$ cat src/rtl/core_pkg.sv
// Shared types and encodings for the pipelined RV32I core.
// The control bundle travels between stages as one packed struct.
package core_pkg;

   localparam int REG_AW = 5;

   typedef enum logic [1:0] {
      RES_ALU = 2'd0,
      RES_MEM = 2'd1,
      RES_PC4 = 2'd2
   } result_src_t;

   typedef enum logic [2:0] {
      ALU_ADD = 3'b000,
      ALU_SUB = 3'b001,
      ALU_AND = 3'b010,
      ALU_OR  = 3'b011,
      ALU_SLT = 3'b101
   } alu_ctrl_t;

   // ImmSrc is consumed in decode, so it is not part of the carried bundle.
   typedef struct packed {
      logic        reg_write;
      result_src_t result_src;
      logic        mem_write;
      logic        jump;
      logic        branch;
      alu_ctrl_t   alu_control;
      logic        alu_src;
   } ctrl_t;

endpackage

$ cat src/rtl/id_ex_stage_hazard_lu.sv
// Combinational load-use detection and fetch/decode stall/flush strobes.
module hazard_lu
   import core_pkg::*;
#(
   parameter int REG_AW = core_pkg::REG_AW
) (
   input  logic              valid_d,
   input  logic [REG_AW-1:0] rs1_d,
   input  logic [REG_AW-1:0] rs2_d,
   input  logic              valid_e,
   input  ctrl_t             ctrl_e,
   input  logic [REG_AW-1:0] rd_e,
   input  logic              pc_src_e,
   output logic              lu,
   output logic              stall_f,
   output logic              stall_d,
   output logic              flush_d
);

   logic w_load_e;
   logic w_match;

   assign w_load_e = valid_e & ctrl_e.reg_write & (ctrl_e.result_src == RES_MEM);
   assign w_match  = (rd_e != '0) & ((rd_e == rs1_d) | (rd_e == rs2_d));
   assign lu       = w_load_e & w_match & valid_d;

   // A redirect kills the stalled instruction anyway, so fetch must move on.
   assign stall_f = lu & ~pc_src_e;
   assign stall_d = lu & ~pc_src_e;
   assign flush_d = pc_src_e;

endmodule

$ cat src/rtl/id_ex_stage.sv
// Decode-to-execute pipeline register with bubble insertion for load-use
// hazards and redirects, plus a saturating bubble counter.
module id_ex_stage
   import core_pkg::*;
#(
   parameter int XLEN   = 32,
   parameter int REG_AW = core_pkg::REG_AW,
   parameter int CNT_W  = 16
) (
   input  logic              clk,
   input  logic              rst,
   input  logic              valid_d,
   input  ctrl_t             ctrl_d,
   input  logic [XLEN-1:0]   rd1_d,
   input  logic [XLEN-1:0]   rd2_d,
   input  logic [XLEN-1:0]   pc_d,
   input  logic [XLEN-1:0]   imm_ext_d,
   input  logic [XLEN-1:0]   pc_plus4_d,
   input  logic [REG_AW-1:0] rs1_d,
   input  logic [REG_AW-1:0] rs2_d,
   input  logic [REG_AW-1:0] rd_d,
   input  logic              pc_src_e,
   output logic              valid_e,
   output ctrl_t             ctrl_e,
   output logic [XLEN-1:0]   rd1_e,
   output logic [XLEN-1:0]   rd2_e,
   output logic [XLEN-1:0]   pc_e,
   output logic [XLEN-1:0]   imm_ext_e,
   output logic [XLEN-1:0]   pc_plus4_e,
   output logic [REG_AW-1:0] rs1_e,
   output logic [REG_AW-1:0] rs2_e,
   output logic [REG_AW-1:0] rd_e,
   output logic              stall_f,
   output logic              stall_d,
   output logic              flush_d,
   output logic [CNT_W-1:0]  bubble_cnt
);

   logic              w_lu;
   logic              w_bubble;
   logic              r_valid;
   ctrl_t             r_ctrl;
   logic [XLEN-1:0]   r_rd1;
   logic [XLEN-1:0]   r_rd2;
   logic [XLEN-1:0]   r_pc;
   logic [XLEN-1:0]   r_imm_ext;
   logic [XLEN-1:0]   r_pc_plus4;
   logic [REG_AW-1:0] r_rs1;
   logic [REG_AW-1:0] r_rs2;
   logic [REG_AW-1:0] r_rd;
   logic [CNT_W-1:0]  r_bubble_cnt;

   hazard_lu #(
      .REG_AW(REG_AW)
   ) u_hazard (
      .valid_d (valid_d),
      .rs1_d   (rs1_d),
      .rs2_d   (rs2_d),
      .valid_e (r_valid),
      .ctrl_e  (r_ctrl),
      .rd_e    (r_rd),
      .pc_src_e(pc_src_e),
      .lu      (w_lu),
      .stall_f (stall_f),
      .stall_d (stall_d),
      .flush_d (flush_d)
   );

   assign w_bubble = pc_src_e | w_lu;

   // Bubbles clear control and register addresses; data fields are left alone.
   always_ff @(posedge clk or posedge rst) begin
      if (rst) begin
         r_valid    <= 1'b0;
         r_ctrl     <= '0;
         r_rd1      <= '0;
         r_rd2      <= '0;
         r_pc       <= '0;
         r_imm_ext  <= '0;
         r_pc_plus4 <= '0;
         r_rs1      <= '0;
         r_rs2      <= '0;
         r_rd       <= '0;
      end else if (w_bubble) begin
         r_valid <= 1'b0;
         r_ctrl  <= '0;
         r_rs1   <= '0;
         r_rs2   <= '0;
         r_rd    <= '0;
      end else begin
         r_valid    <= valid_d;
         r_ctrl     <= valid_d ? ctrl_d : '0;
         r_rd1      <= rd1_d;
         r_rd2      <= rd2_d;
         r_pc       <= pc_d;
         r_imm_ext  <= imm_ext_d;
         r_pc_plus4 <= pc_plus4_d;
         r_rs1      <= rs1_d;
         r_rs2      <= rs2_d;
         r_rd       <= rd_d;
      end
   end

   // One count per inserted bubble, pinned at all-ones rather than wrapping.
   always_ff @(posedge clk or posedge rst) begin
      if (rst) begin
         r_bubble_cnt <= '0;
      end else if (w_bubble && (r_bubble_cnt != '1)) begin
         r_bubble_cnt <= r_bubble_cnt + 1'b1;
      end
   end

   assign valid_e    = r_valid;
   assign ctrl_e     = r_ctrl;
   assign rd1_e      = r_rd1;
   assign rd2_e      = r_rd2;
   assign pc_e       = r_pc;
   assign imm_ext_e  = r_imm_ext;
   assign pc_plus4_e = r_pc_plus4;
   assign rs1_e      = r_rs1;
   assign rs2_e      = r_rs2;
   assign rd_e       = r_rd;
   assign bubble_cnt = r_bubble_cnt;

endmodule
$ cat config.mk
export PLATFORM = sky130hd
export DESIGN_NAME = id_ex_stage
export DESIGN_NICKNAME = d
export VERILOG_FILES = /design/src/rtl/core_pkg.sv /design/src/rtl/id_ex_stage_hazard_lu.sv /design/src/rtl/id_ex_stage.sv
export SDC_FILE = /design/constraint.sdc
export NUM_CORES = 1
export LEC_CHECK = 0
export CAP_MARGIN = 20
export CELL_PAD_IN_SITES_DETAIL_PLACEMENT = 2
export CELL_PAD_IN_SITES_GLOBAL_PLACEMENT = 2
export CORE_UTILIZATION = 25
export DETAILED_ROUTE_END_ITERATION = 12
export PLACE_DENSITY_LB_ADDON = 0.1
export SLEW_MARGIN = 5
export SYNTH_ARGS = -nofsm -noshare
export SYNTH_HDL_FRONTEND = slang
export SYNTH_HIERARCHICAL = 1
export SYNTH_SLANG_ARGS = --single-unit
$ cat constraint.sdc
create_clock -name clk -period 8.1 [get_ports clk]
set_input_delay 1.62 -clock clk [delete_from_list [all_inputs] [get_ports clk]]
set_output_delay 1.62 -clock clk [all_outputs]
set_load 0.01 [all_outputs]
# Word-level counts from Yosys, hierarchy flattened
# Cells that the tools add are included.
dict set report totals {
  reg_bits 202
}
dict set report op_classes {
  n_bitwise 9
  muxes 6
  n_reduce_logical 2
  addsub 1
  eq_ne 4
}
# cell count
set op_table {}
lappend op_table {{10-bit two-way mux} 2}
lappend op_table {{16-bit by 1-bit adder with 16-bit output, second input constant} 1}
lappend op_table {{16-bit != test, second input constant} 1}
lappend op_table {{5-bit two-way mux} 3}
lappend op_table {{5-bit == test} 2}
lappend op_table {{1-bit bitwise AND} 6}
lappend op_table {{5-bit nonzero test} 1}
lappend op_table {{2-bit by 1-bit == test with 1-bit output, second input constant} 1}
lappend op_table {{1-bit OR} 2}
lappend op_table {{1-bit logical AND} 1}
lappend op_table {{1-bit two-way mux} 1}
lappend op_table {{1-bit inverter} 1}

# Longest topological paths before layout
# Gate-level depths: netlist of the first run.
dict set report depth {
  depth_word 7
  depth_mapped 9
}

# By module
# The synthesis of the first run kept the hierarchy.
# module cells_each area_each_um2 n_inst
set by_module_without_submodules {}
lappend by_module_without_submodules {id_ex_stage 464 7532.2 1}
lappend by_module_without_submodules {hazard_lu 22 166.4 1}

# Worst setup path after synthesis of the first run
# Ideal clock, no wire load.
dict set report synth_path {
  kind {in2out}
  startpoint {input port rs1_d[2]}
  endpoint {output port stall_f}
  required_time_ns 6.480
  slack_ns 3.890
  n_path_buf 1
  arrival_time_ns 2.590
  stages 5
  cell_sequence {xor2_1 nor3_1 a22oi_1 nor3_1 buf_4}
}
dict set report synth_between {
  elab_chain_cells 6
}
# element line
set synth_lines {}
lappend synth_lines {{start, declared} id_ex_stage.sv:19} ;# input logic [REG_AW-1:0] rs1_d,
lappend synth_lines {{5-bit == test} id_ex_stage_hazard_lu.sv:24} ;# assign w_match = (rd_e != '0) & ((rd_e == rs1_d) | (rd_e == rs2_d));
lappend synth_lines {{1-bit OR} id_ex_stage_hazard_lu.sv:24}
lappend synth_lines {{1-bit bitwise AND} id_ex_stage_hazard_lu.sv:24}
lappend synth_lines {{1-bit bitwise AND (2 in series)} id_ex_stage_hazard_lu.sv:25} ;# assign lu = w_load_e & w_match & valid_d;
lappend synth_lines {{1-bit bitwise AND} n/a}
lappend synth_lines {{end, declared} id_ex_stage.sv:33} ;# output logic stall_f,
# Every way passes these cells.

# Final worst setup path of the first run
dict set report layout_path {
  startpoint {input port rs1_d[0]}
  endpoint {output port stall_d}
}
dict set report layout_between {
  elab_chain_cells 6
}
# element line
set layout_lines {}
lappend layout_lines {{5-bit == test} id_ex_stage_hazard_lu.sv:24}
lappend layout_lines {{1-bit OR} id_ex_stage_hazard_lu.sv:24}
lappend layout_lines {{1-bit bitwise AND} id_ex_stage_hazard_lu.sv:24}
lappend layout_lines {{1-bit bitwise AND (2 in series)} id_ex_stage_hazard_lu.sv:25}
lappend layout_lines {{1-bit bitwise AND} id_ex_stage_hazard_lu.sv:29} ;# assign stall_d = lu & ~pc_src_e;
lappend layout_lines {{end, declared} id_ex_stage.sv:34} ;# output logic stall_d,
# Every way passes these cells.

==> results.sh, run 1 <==
export IMPL_synth_seq_area_share=0.657
export IMPL_synth_compound_area_share=0.00260
export IMPL_mostFrequentLayoutCells="clkdlybuf4s50_1, dfrtp_1, mux2_2"
export IMPL_start_kind="input port"
export IMPL_hold_depth=1
export IMPL_async_reset_ff_frac=1.00
export IMPL_wl_per_cell_um=20.4
export IMPL_dp_hpwl_mm=19.7
export IMPL_crit_path_start="rs1_d[0]"
export IMPL_maxCapViolations=0
export IMPL_postCtsSetupRepairBufs=0
export IMPL_placed_area_um2=12000
export IMPL_worst_hold_startpoint="rd1_e[19]$_DFFE_PP0P_"
export IMPL_rsz0062_at_grt="no"
export IMPL_cts_buffers=24
export IMPL_multi_input_area_um2=2530
export IMPL_synth_top_family_by_area="multiplexers"
export IMPL_power_per_cell_area_nw_per_um2=223
export IMPL_grt_pass1_vias=6434
export IMPL_num_rows=63
export IMPL_start_util=0.257
export IMPL_ys_seq_elements=202
export IMPL_seq_area_um2=5050
export IMPL_muxShareOfSynthArea=0.236
export IMPL_synth_xor_area_share=0.0284
export IMPL_synthAdderAreaFrac=0.00163
export IMPL_cts_tree="done"
export IMPL_syn_area_um2=7700
export IMPL_synthSimpleGateAreaFrac=0.0590
export IMPL_dpl_worst_slack_ns=2.82
export IMPL_port_buffers=393
export IMPL_power_w=0.00287
export IMPL_gp_congestion=0.769
export IMPL_avgSynthCellArea_um2=15.8
export IMPL_cts_hold_buffers=0
export IMPL_status="completed"
export IMPL_grt_max_degree=147
export IMPL_cp_required_ns=6.48
export IMPL_finalSetupTns_ns=0
export IMPL_post_route_period_util=0.654
export IMPL_skew_ns=0.0135
export IMPL_dieWidth_um=177
export IMPL_clk_pin_slew_ns=0.05
export IMPL_area_delta_synth_final_pct=67.5
export IMPL_synth_edf_count=0
export IMPL_drt_pass1_iter_count=4
export IMPL_cts_resized=0
export IMPL_end_kind="output port"
export IMPL_wirelength_mm=26.4
export IMPL_fin_util=0.430
export IMPL_drt_iter0_drc=125
export IMPL_fin_nets=1076
export IMPL_cts_root_buf="clkbuf_16"
export IMPL_pin_count=394
export IMPL_regToRegStartpoint="rd_e[1]$_DFF_PP0_"
export IMPL_grtUsageTotal=0.164
export IMPL_max_freq_mhz=189
export IMPL_synthDistinctLibCells=30
export IMPL_fin_crit_ns=5.30
export IMPL_hold_violations=0
export IMPL_crit_arrival_ns=3.68
export IMPL_p_leak_nw=5.34
export IMPL_insertion_delay_ns=0.51
export IMPL_crit_fanout=2
export IMPL_die_h_um=177
export IMPL_n_fill_cell=2981
export IMPL_viasPerCell=4.32
export IMPL_grt_pass1_wl_mm=39.2
export IMPL_fin_area_um2=12900
export IMPL_syn_nets=676
export IMPL_relSlewSlack=0.315
export IMPL_hold_class="reg -> reg"
export IMPL_crit_type="in -> out"
export IMPL_clkSinkCount=202
export IMPL_cts_buffer_depth=3
export IMPL_htree_levels=1
export IMPL_dieArea_um2=31500
export IMPL_yosys_warnings=6
export IMPL_reg2reg_depth=7
export IMPL_worst_slew_pin_slew_ns=1.03
export IMPL_drive_gt1_frac=0.236
export IMPL_setup_viol=0
export IMPL_n_antenna_cell=0
export IMPL_grt_antenna_before_repair=1
export IMPL_final_common_cell="clkdlybuf4s50_1"
export IMPL_ant_nets=0
export IMPL_setup_ws_ns=2.80
export IMPL_syn_inst=486
export IMPL_finalMaxSlewViolations=0
export IMPL_vias=5591
export IMPL_gr_total_overflow=0
export IMPL_vdd_drop_max_v=0.000125
export IMPL_drcViolationCount=0
export IMPL_synth_ff_type="dfrtp_1"
export IMPL_coreArea_um2=30000
[report_power, final]
group / total (W) / internal [W] / switching, W
registers: 0.00120 / 0.00112 / 0.0000818
logic: 0.000581 / 0.000358 / 0.000222
clock network: 0.00109 / 0.000675 / 0.000420
total: 0.00287 / 0.00215 / 0.000724
[critical path: stages]
cell	delay, ns
clkdlybuf4s50_1	0.49
xor2_1	0.19
nor3_1	0.20
a22oi_1	0.18
nor3_1	0.38
clkdlybuf4s50_1	0.61
[path summary, 6_finish.rpt]
check	end	slack, ns
max	stall_d	2.80
min	rd1_e[19]$_DFFE_PP0P_	0.51
max reg2reg	imm_ext_e[5]$_DFFE_PP0P_	4.75
min reg2reg	rd1_e[19]$_DFFE_PP0P_	0.51
max in group asynchronous	ctrl_e[1]$_DFF_PP0_	4.97
min in group asynchronous	imm_ext_e[25]$_DFFE_PP0P_	1.52
[cell families (layout without fill, tap and decap cells)]
family,Yosys count,after routing
DFF,202,202
buffers and inverters,25,442
adders and majority gates,1,1
xor gates and xnor gates,25,25
AOI/OAI and AO/OA,2,2
and+or+nand+nor,70,70
muxes,161,161
[sequential cells by signal (all words and copies together) (netlist names)]
signal and cells:
imm_ext_e 32, pc_e 32, pc_plus4_e 32, rd1_e 32, rd2_e 32, bubble_cnt 16, ctrl_e 10, rd_e 5
rs1_e 5, rs2_e 5, valid_e 1
[metrics by stage]
step	hold WS, ns	cells
floorplan	0.534	486
global placement	0.489	1249
detailed placement	0.496	1249
CTS	0.510	1292
global route	0.524	1293
finish	0.506	1293
[cells in the mapped netlist (all sizes together) (2+ instances only)]
cell type / n / area, µm²
buf: 18 / 95.1
or3: 3 / 23.8
mux2: 161 / 1820
nor3b: 2 / 15.0
nand2: 4 / 15.0
xnor2: 2 / 17.5
and3: 11 / 68.8
and2: 17 / 106
nor2: 7 / 28.8
dfrtp: 202 / 5050
nand4: 6 / 52.6
nor3: 9 / 45.0
nor4b: 3 / 32.5
clkbuf: 6 / 22.5
xor2: 23 / 201
nand3: 3 / 15.0
nor4: 3 / 33.8
[layer usage]
metal / global-route usage / up-vias / part of all wire
met1: 0.184 / 2790 / 0.37
met2: 0.285 / 266 / 0.49
met4: 0.0410 / 2 / 0.024
met3: 0.0696 / 34 / 0.11
li1: - / 2499 / -
met5: 0 / - / 0.00053
[layout make-up]
cell class,instances,share of cell area
Timing Repair Buffer,398,0.310
Multi-Input combinational cell,259,0.196
Sequential cell,202,0.392
Tap cell,390,0.0378
Inverter,1,0.000873
Clock buffer,38,0.0593
Clock inverter,5,0.00408
(Power assumes the default switching activity.)
==> inputs of run 2 (changes only) <==
- CORE_UTILIZATION: 25 -> 23
- clock period: 8.1 -> 4.3 ns (I/O delays scaled with it)
==> results.sh, run 2 (same netlist as run 1, synthesis figures left out) <==
export IMPL_crit_slowest_cell="clkdlybuf4s50_1"
export IMPL_gp_congestion=0.757
export IMPL_hold_depth=1
export IMPL_setup_ws_ns=0.696
export IMPL_crit_path_start="valid_d"
export IMPL_cp_cell_sequence="clkdlybuf4s50_1 -> and4b_1 -> o211ai_2 -> nor3_1 -> clkdlybuf4s50_1"
export IMPL_crit_type="in -> out"
export IMPL_status="completed"
export IMPL_postCtsSetupRepairBufs=0
export IMPL_cts_hold_buffers=0
export IMPL_clk_pin_slew_ns=0.06
export IMPL_power_per_cell_area_nw_per_um2=442
export IMPL_switching_share=0.246
export IMPL_cts_tree="done"
export IMPL_area_delta_synth_final_pct=70.7
export IMPL_rr_endpoint="pc_plus4_e[24]$_DFFE_PP0P_"
export IMPL_worst_hold_startpoint="pc_plus4_e[8]$_DFFE_PP0P_"
export IMPL_cts_buffer_depth=3
export IMPL_mostFrequentLayoutCells="clkdlybuf4s50_1, dfrtp_1, mux2_2"
export IMPL_p_leak_nw=5.42
export IMPL_slowest_delay_ns=0.65
export IMPL_vdd_drop_max_v=0.000288
export IMPL_die_h_um=185
export IMPL_vias=5620
export IMPL_drt_iter0_drc=115
export IMPL_n_fill_cell=3267
export IMPL_drive_gt1_frac=0.239
export IMPL_end_kind="output port"
export IMPL_dieWidth_um=185
export IMPL_wirelength_mm=26.6
export IMPL_reg2reg_slack_ns=1.45
export IMPL_cpMostUsedCell="clkdlybuf4s50_1"
export IMPL_start_util=0.235
export IMPL_start_kind="input port"
export IMPL_grt_max_degree=118
export IMPL_wl_per_cell_um=19.7
export IMPL_drt_pass1_iter_count=4
export IMPL_coreArea_um2=32700
export IMPL_fin_nets=1078
export IMPL_dieArea_um2=34200
export IMPL_grt_pass1_wl_mm=40.3
export IMPL_setup_viol=0
export IMPL_num_rows=66
export IMPL_fin_crit_ns=3.60
export IMPL_p_int_w=0.00438
export IMPL_clkSinkCount=202
export IMPL_hold_violations=0
export IMPL_worst_slew_pin_slew_ns=0.832
export IMPL_crit_fanout=12
export IMPL_ant_nets=0
export IMPL_holdPathEnd="pc_plus4_e[8]$_DFFE_PP0P_"
export IMPL_max_freq_mhz=277
export IMPL_viasPerCell=4.16
export IMPL_grtUsageTotal=0.154
export IMPL_hold_class="reg -> reg"
export IMPL_port_buffers=393
export IMPL_finalMaxSlewViolations=0
export IMPL_p_clk_frac=0.422
export IMPL_insertion_delay_ns=0.52
export IMPL_p_switching_w=0.00143
export IMPL_dpl_worst_slack_ns=0.666
export IMPL_maxCapViolations=0
export IMPL_grt_antenna_before_repair=1
export IMPL_relSlewSlack=0.445
export IMPL_pin_count=394
export IMPL_grt_pass1_vias=6496
export IMPL_regToRegStartpoint="rd_e[2]$_DFF_PP0_"
export IMPL_cts_root_buf="clkbuf_16"
export IMPL_skew_ns=0.0107
export IMPL_drcViolationCount=0
export IMPL_combPwrFrac=0.189
export IMPL_cts_resized=0
export IMPL_p_seq_frac=0.389
export IMPL_reg2reg_depth=6
export IMPL_cts_buffers=26
export IMPL_post_route_period_util=0.838
export IMPL_gr_total_overflow=0
export IMPL_rsz0062_at_grt="no"
export IMPL_finalSetupTns_ns=0
export IMPL_dp_hpwl_mm=19.5
export IMPL_crit_arrival_ns=2.74
export IMPL_cp_required_ns=3.44
export IMPL_htree_levels=1
export IMPL_final_common_cell="clkdlybuf4s50_1"
-- run 2: worst max path at each step --
stage                                endpoint  slack [ns]  depth (start not counted)
floorplan           bubble_cnt[0]$_DFFE_PP0P_        0.82                          1
global placement                      stall_d        0.73                          6
detailed placement                    stall_d        0.67                          5
CTS                                   stall_d        0.65                          5
global route                          stall_d        0.57                          5
finish                                stall_d        0.70                          5
-- run 2: through the flow --
stage	cells	power, W	util	area (µm²)	hold slack [ns]
6_report	1351	0.00581	0.402	13100	0.504
5_1_grt	1350	0.00608	0.402	13100	0.521
4_1_cts	1350	0.00594	0.402	13100	0.509
3_5_place_dp	1302	0.00342	0.372	12200	0.496
3_3_place_gp	1302	0.00338	0.372	12200	0.488
2_1_floorplan	486	0.00267	-	7700	0.534
-- run 2: layer usage --
layer,track usage,vias up,share of wire
li1,-,2504,-
met5,0,-,0.00049
met3,0.0745,31,0.13
met1,0.171,2813,0.37
met2,0.263,270,0.48
met4,0.0403,2,0.021
-- run 2: final cells by class --
class                   instances  area (µm²)  area share
flip-flops and latches        202        5050       0.385
multi-input cells             259        2530       0.193
clock buffers                  34         722      0.0549
well taps                     442         553      0.0421
diodes                          1        2.50    0.000190
clock inverters                14         250      0.0190
repair buffers                398        4020       0.306
inverters                       1        7.51    0.000571
-- run 2: power by group through the flow --
stage	Sequential, W	Clock, W	Combinational, W
after floorplan	0.00237	0	0.000298
after global placement	0.00228	0	0.00109
after detailed placement	0.00230	0	0.00112
after CTS	0.00227	0.00255	0.00112
after global routing	0.00230	0.00260	0.00118
final	0.00226	0.00245	0.00110
-- run 2: worst max-delay path: cells and delay by family --
kind                   cells  cell delay (ns)
and+or+nand+nor            2             0.52
buffers and inverters      2             1.25
AOI/OAI and AO/OA          1             0.11
